===== src/rtl/ms_alarm_scheduler.sv =====
// Shared millisecond time base with CH one-shot alarms serialized onto a round-robin event port.
// Define ALARM_PERIODIC_EN to add the arm_periodic input and per-channel auto-reload.
//
// state     | meaning
// S_IDLE    | channel free, accepts an arm
// S_ARMED   | counting down rem on each ms tick
// S_PENDING | expired, waiting for grant and evt_ready

module ms_alarm_scheduler #(
    parameter int  CLK_DIV = 12500,
    parameter int  CH      = 4,
    parameter int  DW      = 16,
    localparam int CW      = $clog2(CH)
) (
    input  logic          clk,
    input  logic          rst,
    input  logic          arm_valid,
    input  logic [CW-1:0] arm_ch,
    input  logic [DW-1:0] arm_delay,
`ifdef ALARM_PERIODIC_EN
    input  logic          arm_periodic,
`endif
    output logic          arm_ready,
    input  logic          cancel,
    input  logic [CW-1:0] cancel_ch,
    output logic          evt_valid,
    output logic [CW-1:0] evt_ch,
    input  logic          evt_ready,
    output logic [DW-1:0] now_ms,
    output logic [CH-1:0] busy
);

    localparam int PW = (CLK_DIV > 1) ? $clog2(CLK_DIV) : 1;
    localparam logic [PW-1:0] PTC = PW'(CLK_DIV - 1);

    typedef enum logic [1:0] {
        S_IDLE,
        S_ARMED,
        S_PENDING
    } ch_state_t;

    ch_state_t     st  [CH];
    logic [DW-1:0] rem [CH];
`ifdef ALARM_PERIODIC_EN
    logic [DW-1:0] reload   [CH];
    logic          periodic [CH];
`endif

    logic [PW-1:0] presc;
    logic [PW-1:0] presc_nxt;
    logic          tick;
    logic [CW-1:0] rr;
    logic [CW-1:0] evt_ch_inc;
    logic          hs;
    logic [CH-1:0] arm_hit;
    logic [CH-1:0] cancel_hit;
    logic [CH-1:0] hs_hit;
    logic [CH-1:0] cand;
    logic          grant_any;
    logic [CW-1:0] grant_ch;

    always_comb begin
        presc_nxt  = (presc == PTC) ? '0 : presc + PW'(1);
        hs         = evt_valid & evt_ready;
        evt_ch_inc = (evt_ch == CW'(CH - 1)) ? '0 : evt_ch + CW'(1);
        arm_ready  = 1'b0;
        busy       = '0;
        arm_hit    = '0;
        cancel_hit = '0;
        hs_hit     = '0;
        cand       = '0;
        for (int i = 0; i < CH; i++) begin
            busy[i]    = (st[i] != S_IDLE);
            arm_hit[i] = arm_valid && (arm_ch == CW'(i)) && (st[i] == S_IDLE);
            // the channel on the event port must complete its handshake
            cancel_hit[i] = cancel && (cancel_ch == CW'(i)) && (st[i] != S_IDLE)
                            && !(evt_valid && (evt_ch == CW'(i)));
            hs_hit[i]  = hs && (evt_ch == CW'(i));
            cand[i]    = (st[i] == S_PENDING) && !cancel_hit[i];
            if ((arm_ch == CW'(i)) && (st[i] == S_IDLE))
                arm_ready = 1'b1;
        end
    end

    always_comb begin
        logic [CW:0]   sum;
        logic [CW-1:0] idx;
        sum       = '0;
        idx       = '0;
        grant_any = 1'b0;
        grant_ch  = '0;
        for (int k = 0; k < CH; k++) begin
            sum = {1'b0, rr} + (CW+1)'(k);
            if (sum >= (CW+1)'(CH))
                sum = sum - (CW+1)'(CH);
            idx = sum[CW-1:0];
            if (!grant_any && cand[idx]) begin
                grant_any = 1'b1;
                grant_ch  = idx;
            end
        end
    end

    always_ff @(posedge clk or posedge rst) begin
        if (rst) begin
            presc     <= '0;
            tick      <= 1'b0;
            now_ms    <= '0;
            rr        <= '0;
            evt_valid <= 1'b0;
            evt_ch    <= '0;
            for (int i = 0; i < CH; i++) begin
                st[i]  <= S_IDLE;
                rem[i] <= '0;
`ifdef ALARM_PERIODIC_EN
                reload[i]   <= '0;
                periodic[i] <= 1'b0;
`endif
            end
        end else begin
            presc <= presc_nxt;
            tick  <= (presc_nxt == PTC);
            if (tick)
                now_ms <= now_ms + DW'(1);

            for (int i = 0; i < CH; i++) begin
                if (arm_hit[i]) begin
                    // a tick coinciding with the arm is not counted
                    st[i]  <= (arm_delay == '0) ? S_PENDING : S_ARMED;
                    rem[i] <= arm_delay;
`ifdef ALARM_PERIODIC_EN
                    reload[i]   <= arm_delay;
                    periodic[i] <= arm_periodic;
`endif
                end else if (cancel_hit[i]) begin
                    st[i] <= S_IDLE;
                end else if (hs_hit[i]) begin
`ifdef ALARM_PERIODIC_EN
                    if (periodic[i]) begin
                        st[i]  <= (reload[i] == '0) ? S_PENDING : S_ARMED;
                        rem[i] <= reload[i];
                    end else begin
                        st[i] <= S_IDLE;
                    end
`else
                    st[i] <= S_IDLE;
`endif
                end else if ((st[i] == S_ARMED) && tick) begin
                    if (rem[i] == DW'(1))
                        st[i] <= S_PENDING;
                    else
                        rem[i] <= rem[i] - DW'(1);
                end
            end

            if (hs) begin
                evt_valid <= 1'b0;
                rr        <= evt_ch_inc;
            end else if (!evt_valid && grant_any) begin
                evt_valid <= 1'b1;
                evt_ch    <= grant_ch;
            end
        end
    end

endmodule


===== config.mk =====
export PLATFORM = sky130hd
export DESIGN_NAME = ms_alarm_scheduler
export DESIGN_NICKNAME = d
export VERILOG_FILES = /design/src/rtl/ms_alarm_scheduler.sv
export SDC_FILE = /design/constraint.sdc
export NUM_CORES = 1
export LEC_CHECK = 0
export BUFFER_PORTS_ARGS = -buffer_cell sky130_fd_sc_hd__buf_2
export CELL_PAD_IN_SITES_DETAIL_PLACEMENT = 1
export CELL_PAD_IN_SITES_GLOBAL_PLACEMENT = 2
export CORE_UTILIZATION = 41
export CTS_CLUSTER_SIZE = 10
export DETAILED_ROUTE_END_ITERATION = 16
export PLACE_DENSITY_LB_ADDON = 0.1
export SLEW_MARGIN = 20
export SYNTH_ARGS = -nofsm -noshare
export SYNTH_HDL_FRONTEND = slang
export SYNTH_SLANG_ARGS = --single-unit

===== constraint.sdc =====
create_clock -name clk -period 7.7 [get_ports clk]
set_clock_uncertainty 0.05 [all_clocks]
set_input_delay 0.77 -clock clk [delete_from_list [all_inputs] [get_ports clk]]
set_output_delay 0.77 -clock clk [all_outputs]
set_load 0.01 [all_outputs]

==> metrics list <==
- Of all flip-flops after synthesis, the portion carrying an async set or reset was 1.00.
* Slowest stage delay, CP: 0.85 ns
- The area growth from synthesis to layout is 12.1%.
* CTS Sinks: 108
- The die is 124 um tall.
- Power Internal: 1.18 mW
- The via count of the first global-routing pass came to 5751.
- Worst Tran Pin Value: 0.939 ns
- Yosys instantiated no cell more often than sky130_fd_sc_hd__dfrtp_1.
- For this design the static power due to leakage is 2.92 nW.
* H-tree levels: 3
- Cell accounting for the most synthesized area: sky130_fd_sc_hd__dfrtp_1
- The total count of hold-check failures in the final report was 0.
* Number of warnings printed during yosys synthesis: 0
- The die is 124 um wide.
- By count the netlist is led by 108 x sky130_fd_sc_hd__dfrtp_1, 91 x sky130_fd_sc_hd__nand2_1, 54 x sky130_fd_sc_hd__nor2_1.
- Final min period: 3.41 ns
- Entering global routing, the biggest net connects 63 pins.
- I/O pin count: 49
* Worst Path Class, Setup: register to register
- For the worst-skew pair, the clock arrives at the later sink with an insertion delay of 0.36 ns.
* Highest net fanout along the worst path: 27
- Max-slew headroom: 0.374
- Dividing the final minimum period by the clock period gives 0.443.
- The worst setup path is captured at a register.
* Count of unique library cells instantiated by Yosys: 64
- Filler Cell Count: 1715
- Mean number of vias per cell: 5.98
- Counting along the longest clock path gives a buffer depth of 2.
- Post-synth EDFFs: 0
- Count of max-cap constraint violations: 0
* Path type of the worst min-delay path: register to register
* Primary flip-flop cell chosen by synthesis mapping: sky130_fd_sc_hd__dfrtp_1
- Net count of the finished layout: 766
- Counting every instance in the synthesized netlist gives 683.
* Startpoint types: register
- Instance area after placement: 0.00659 mm2
- In the final layout, the share of cells above drive strength 1 is 0.124.
- For this block, the routed nets add up to 18400 um of wire.
- Critical path required time: 7.95 ns
- RSZ-0062 raised after global routing: no
- The share of total power dissipated in combinational logic is 0.261.
* Pre-Repair DR Iteration Count: 4
* Clock tree from TritonCTS: yes
- The share of synthesized area in the top cell type comes to 0.440.
* Buffer cell driving the clock tree root: sky130_fd_sc_hd__clkbuf_16
* Switch Pwr: 0.650 mW
- Endpoint arrival time on the critical path: 3.66 ns
* Global route overflow: 0
* Number of pins exceeding their max-slew limit in the final report: 0
* Vias after detailed routing: 5476
- Synthesis produced a netlist with a net count of 722.
* Number of synthesized register bits: 108
- Run status: finished, final reports clean
* DRC marker count from the first detailed-route iteration: 311
- For this run, the register share of the synthesized area comes to 0.440.
* Number of buffers inserted during clock tree synthesis: 9
- Remaining routing DRC violations: 0
- Clock network fraction of design power: 0.263
* Most area-consuming cells after synthesis: sky130_fd_sc_hd__dfrtp_1 44%, sky130_fd_sc_hd__nand2_1 5.6%, sky130_fd_sc_hd__xnor2_1 4.3%
- Maximum ir drop on the vdd rail: 0.000125 V
- Cell with the biggest individual delay on the critical path: sky130_fd_sc_hd__a311o_1
- Of the total power, the share spent switching nets is 0.356.
- Achievable frequency: 293 MHz
- In the final routed layout, each cell accounts on average for 20.1 um.
* Total of endpoints with negative setup slack in the final report: 0
- Die Area: 0.0155 mm2
* Clock edge transition at the registers on the reported setup and hold paths: 0.08 ns
* Overall Global Routing Usage: 0.251
- The synthesized netlist occupies a cell area of 0.00614 mm2.
- Number of diodes: 0
* Global-route wire length before repair: 30900 um
- Ordered list of cells on the worst path: inv_1 -> ha_1 -> and2_1 -> o41ai_1 -> a311o_1 -> nand2_1 -> o21ai_0 -> a221o_1
* Power per cell area: 265 mW/mm2
- Post-CTS setup buffer count: 0
- Final HPWL DP: 12900 um
- Routability-driven placement congestion ratio: 0.825
* Std-Cell Rows: 44
* Initial Utilization: 0.421
- After floorplanning, the core was sized to cover 0.0146 mm2.
- Of the total power, registers draw 0.477.
- A synthesized cell averages 9.00 um2.
- Cts-stage hold buffer count: 0
- In this run the remaining antenna-violating nets after routing total 0.
- Summing all non-filler instances in the final layout gives an area of 0.00689 mm2.
- Input and output buffers added on the ports amount to 48.
* Initial antenna violation count: 0
- Post-route setup TNS: 0 ns
- Gates resized during post-CTS repair numbered 0.
registers in the layout, summed over array words and instances (netlist names):
signal	cells
presc	14
evt_ch	2
st	8
evt_valid	1
now_ms	16
tick	1
rem	64
rr	2
routing by layer:
| metal | share of wire | global-route usage |
|---|---|---|
| met2 | 0.49 | 0.414 |
| met5 | 0 | 0 |
| met1 | 0.44 | 0.333 |
| met4 | 0.021 | 0.0723 |
| met3 | 0.044 | 0.0507 |
through the flow:
step,utilization,hold slack (ns),instances,setup slack (ns),power [mW]
2_1_floorplan,-,0.414,683,4.03,1.18
3_5_place_dp,0.451,0.420,900,4.08,1.35
5_1_grt,0.472,0.441,916,3.99,1.95
6_report,0.472,0.419,916,4.29,1.83
4_1_cts,0.472,0.429,916,4.23,1.84
3_3_place_gp,0.451,0.407,900,4.26,1.32
cell type report:
| cell class | instances | area [um2] | area share |
|---|---|---|---|
| clock buffer | 10 | 239 | 0.0347 |
| clock inverter | 6 | 63.8 | 0.00926 |
| inverter | 24 | 92.6 | 0.0134 |
| multi-input combinational | 529 | 3270 | 0.474 |
| sequential | 108 | 2700 | 0.392 |
| tap | 184 | 230 | 0.0334 |
| timing repair buffer | 55 | 293 | 0.0425 |
worst max-delay path, delay by kind of cell (launching register included):
family | cells | cell delay (ns)
compound gates | 4 | 1.99
fa+ha+maj | 1 | 0.22
buf+inv | 1 | 0.11
flops | 1 | 0.42
simple gates | 2 | 0.56
layout by cell type, fill, tap and decap left out, types with 4 or more instances in the layout:
| cell | netlist | final |
|---|---|---|
| sky130_fd_sc_hd__xnor2_1 | 30 | 30 |
| sky130_fd_sc_hd__xor2_1 | 7 | 7 |
| sky130_fd_sc_hd__nor2b_1 | 6 | 6 |
| sky130_fd_sc_hd__nand2_1 | 91 | 91 |
| sky130_fd_sc_hd__ha_1 | 14 | 14 |
| sky130_fd_sc_hd__a221o_1 | 17 | 17 |
| sky130_fd_sc_hd__nor4_1 | 18 | 18 |
| sky130_fd_sc_hd__o221ai_1 | 4 | 4 |
| sky130_fd_sc_hd__nand3_1 | 31 | 31 |
| sky130_fd_sc_hd__and2_1 | 5 | 5 |
| sky130_fd_sc_hd__a21oi_1 | 25 | 25 |
| sky130_fd_sc_hd__o311ai_0 | 10 | 10 |
| sky130_fd_sc_hd__buf_4 | 0 | 7 |
| sky130_fd_sc_hd__a21o_1 | 4 | 4 |
| sky130_fd_sc_hd__nor2_1 | 54 | 54 |
| sky130_fd_sc_hd__dfrtp_1 | 108 | 108 |
| sky130_fd_sc_hd__or3_1 | 11 | 11 |
| sky130_fd_sc_hd__mux2i_1 | 6 | 6 |
| sky130_fd_sc_hd__or2_2 | 5 | 5 |
| sky130_fd_sc_hd__nand2b_1 | 7 | 7 |
| sky130_fd_sc_hd__inv_1 | 24 | 23 |
| sky130_fd_sc_hd__o22ai_1 | 5 | 5 |
| sky130_fd_sc_hd__o211ai_1 | 15 | 15 |
| sky130_fd_sc_hd__buf_2 | 6 | 48 |
| sky130_fd_sc_hd__clkbuf_16 | 0 | 9 |
| sky130_fd_sc_hd__nor3_1 | 31 | 30 |
| sky130_fd_sc_hd__nand4_1 | 11 | 11 |
| sky130_fd_sc_hd__o21ai_0 | 46 | 46 |
| sky130_fd_sc_hd__nand3b_1 | 7 | 7 |
| sky130_fd_sc_hd__and3_1 | 11 | 11 |
final timing paths:
kind | start | to | slack, ns | cells after the start
max in group asynchronous | rst | rem[9]$_DFFE_PP0P_ | 5.91 | 3
hold / removal | now_ms[15]$_DFFE_PP0P_ | now_ms[15]$_DFFE_PP0P_ | 0.42 | 1
min in group asynchronous | rst | rem[52]$_DFFE_PP0P_ | 0.44 | 2
setup reg to reg | evt_ch[0]$_DFFE_PP0P_ | rem[25]$_DFFE_PP0P_ | 4.29 | 8
setup / recovery | evt_ch[0]$_DFFE_PP0P_ | rem[25]$_DFFE_PP0P_ | 4.29 | 8
hold reg to reg | now_ms[15]$_DFFE_PP0P_ | now_ms[15]$_DFFE_PP0P_ | 0.42 | 1
cell families (layout without fill, tap and decap cells):
family / count (synthesis) / count (layout) / share of synthesized area
AND/OR/NAND/NOR: 307 / 307 / 0.250
multiplexers: 9 / 9 / 0.0171
flip-flops: 108 / 108 / 0.440
adder cells (fa/ha/maj): 14 / 14 / 0.0285
XOR/XNOR: 37 / 37 / 0.0527
buffers and inverters: 46 / 95 / 0.0293
AO/OA/AOI/OAI: 162 / 162 / 0.182
power groups by stage:
stage               clock network, mW  registers [mW]  logic (mW)
floorplan                           0           0.833       0.351
global placement                    0           0.867       0.457
detailed placement                  0           0.877       0.478
CTS                             0.494           0.868       0.481
global route                    0.514           0.894       0.544
finish                          0.480           0.871       0.476
Power figures use the tool's default switching activity.
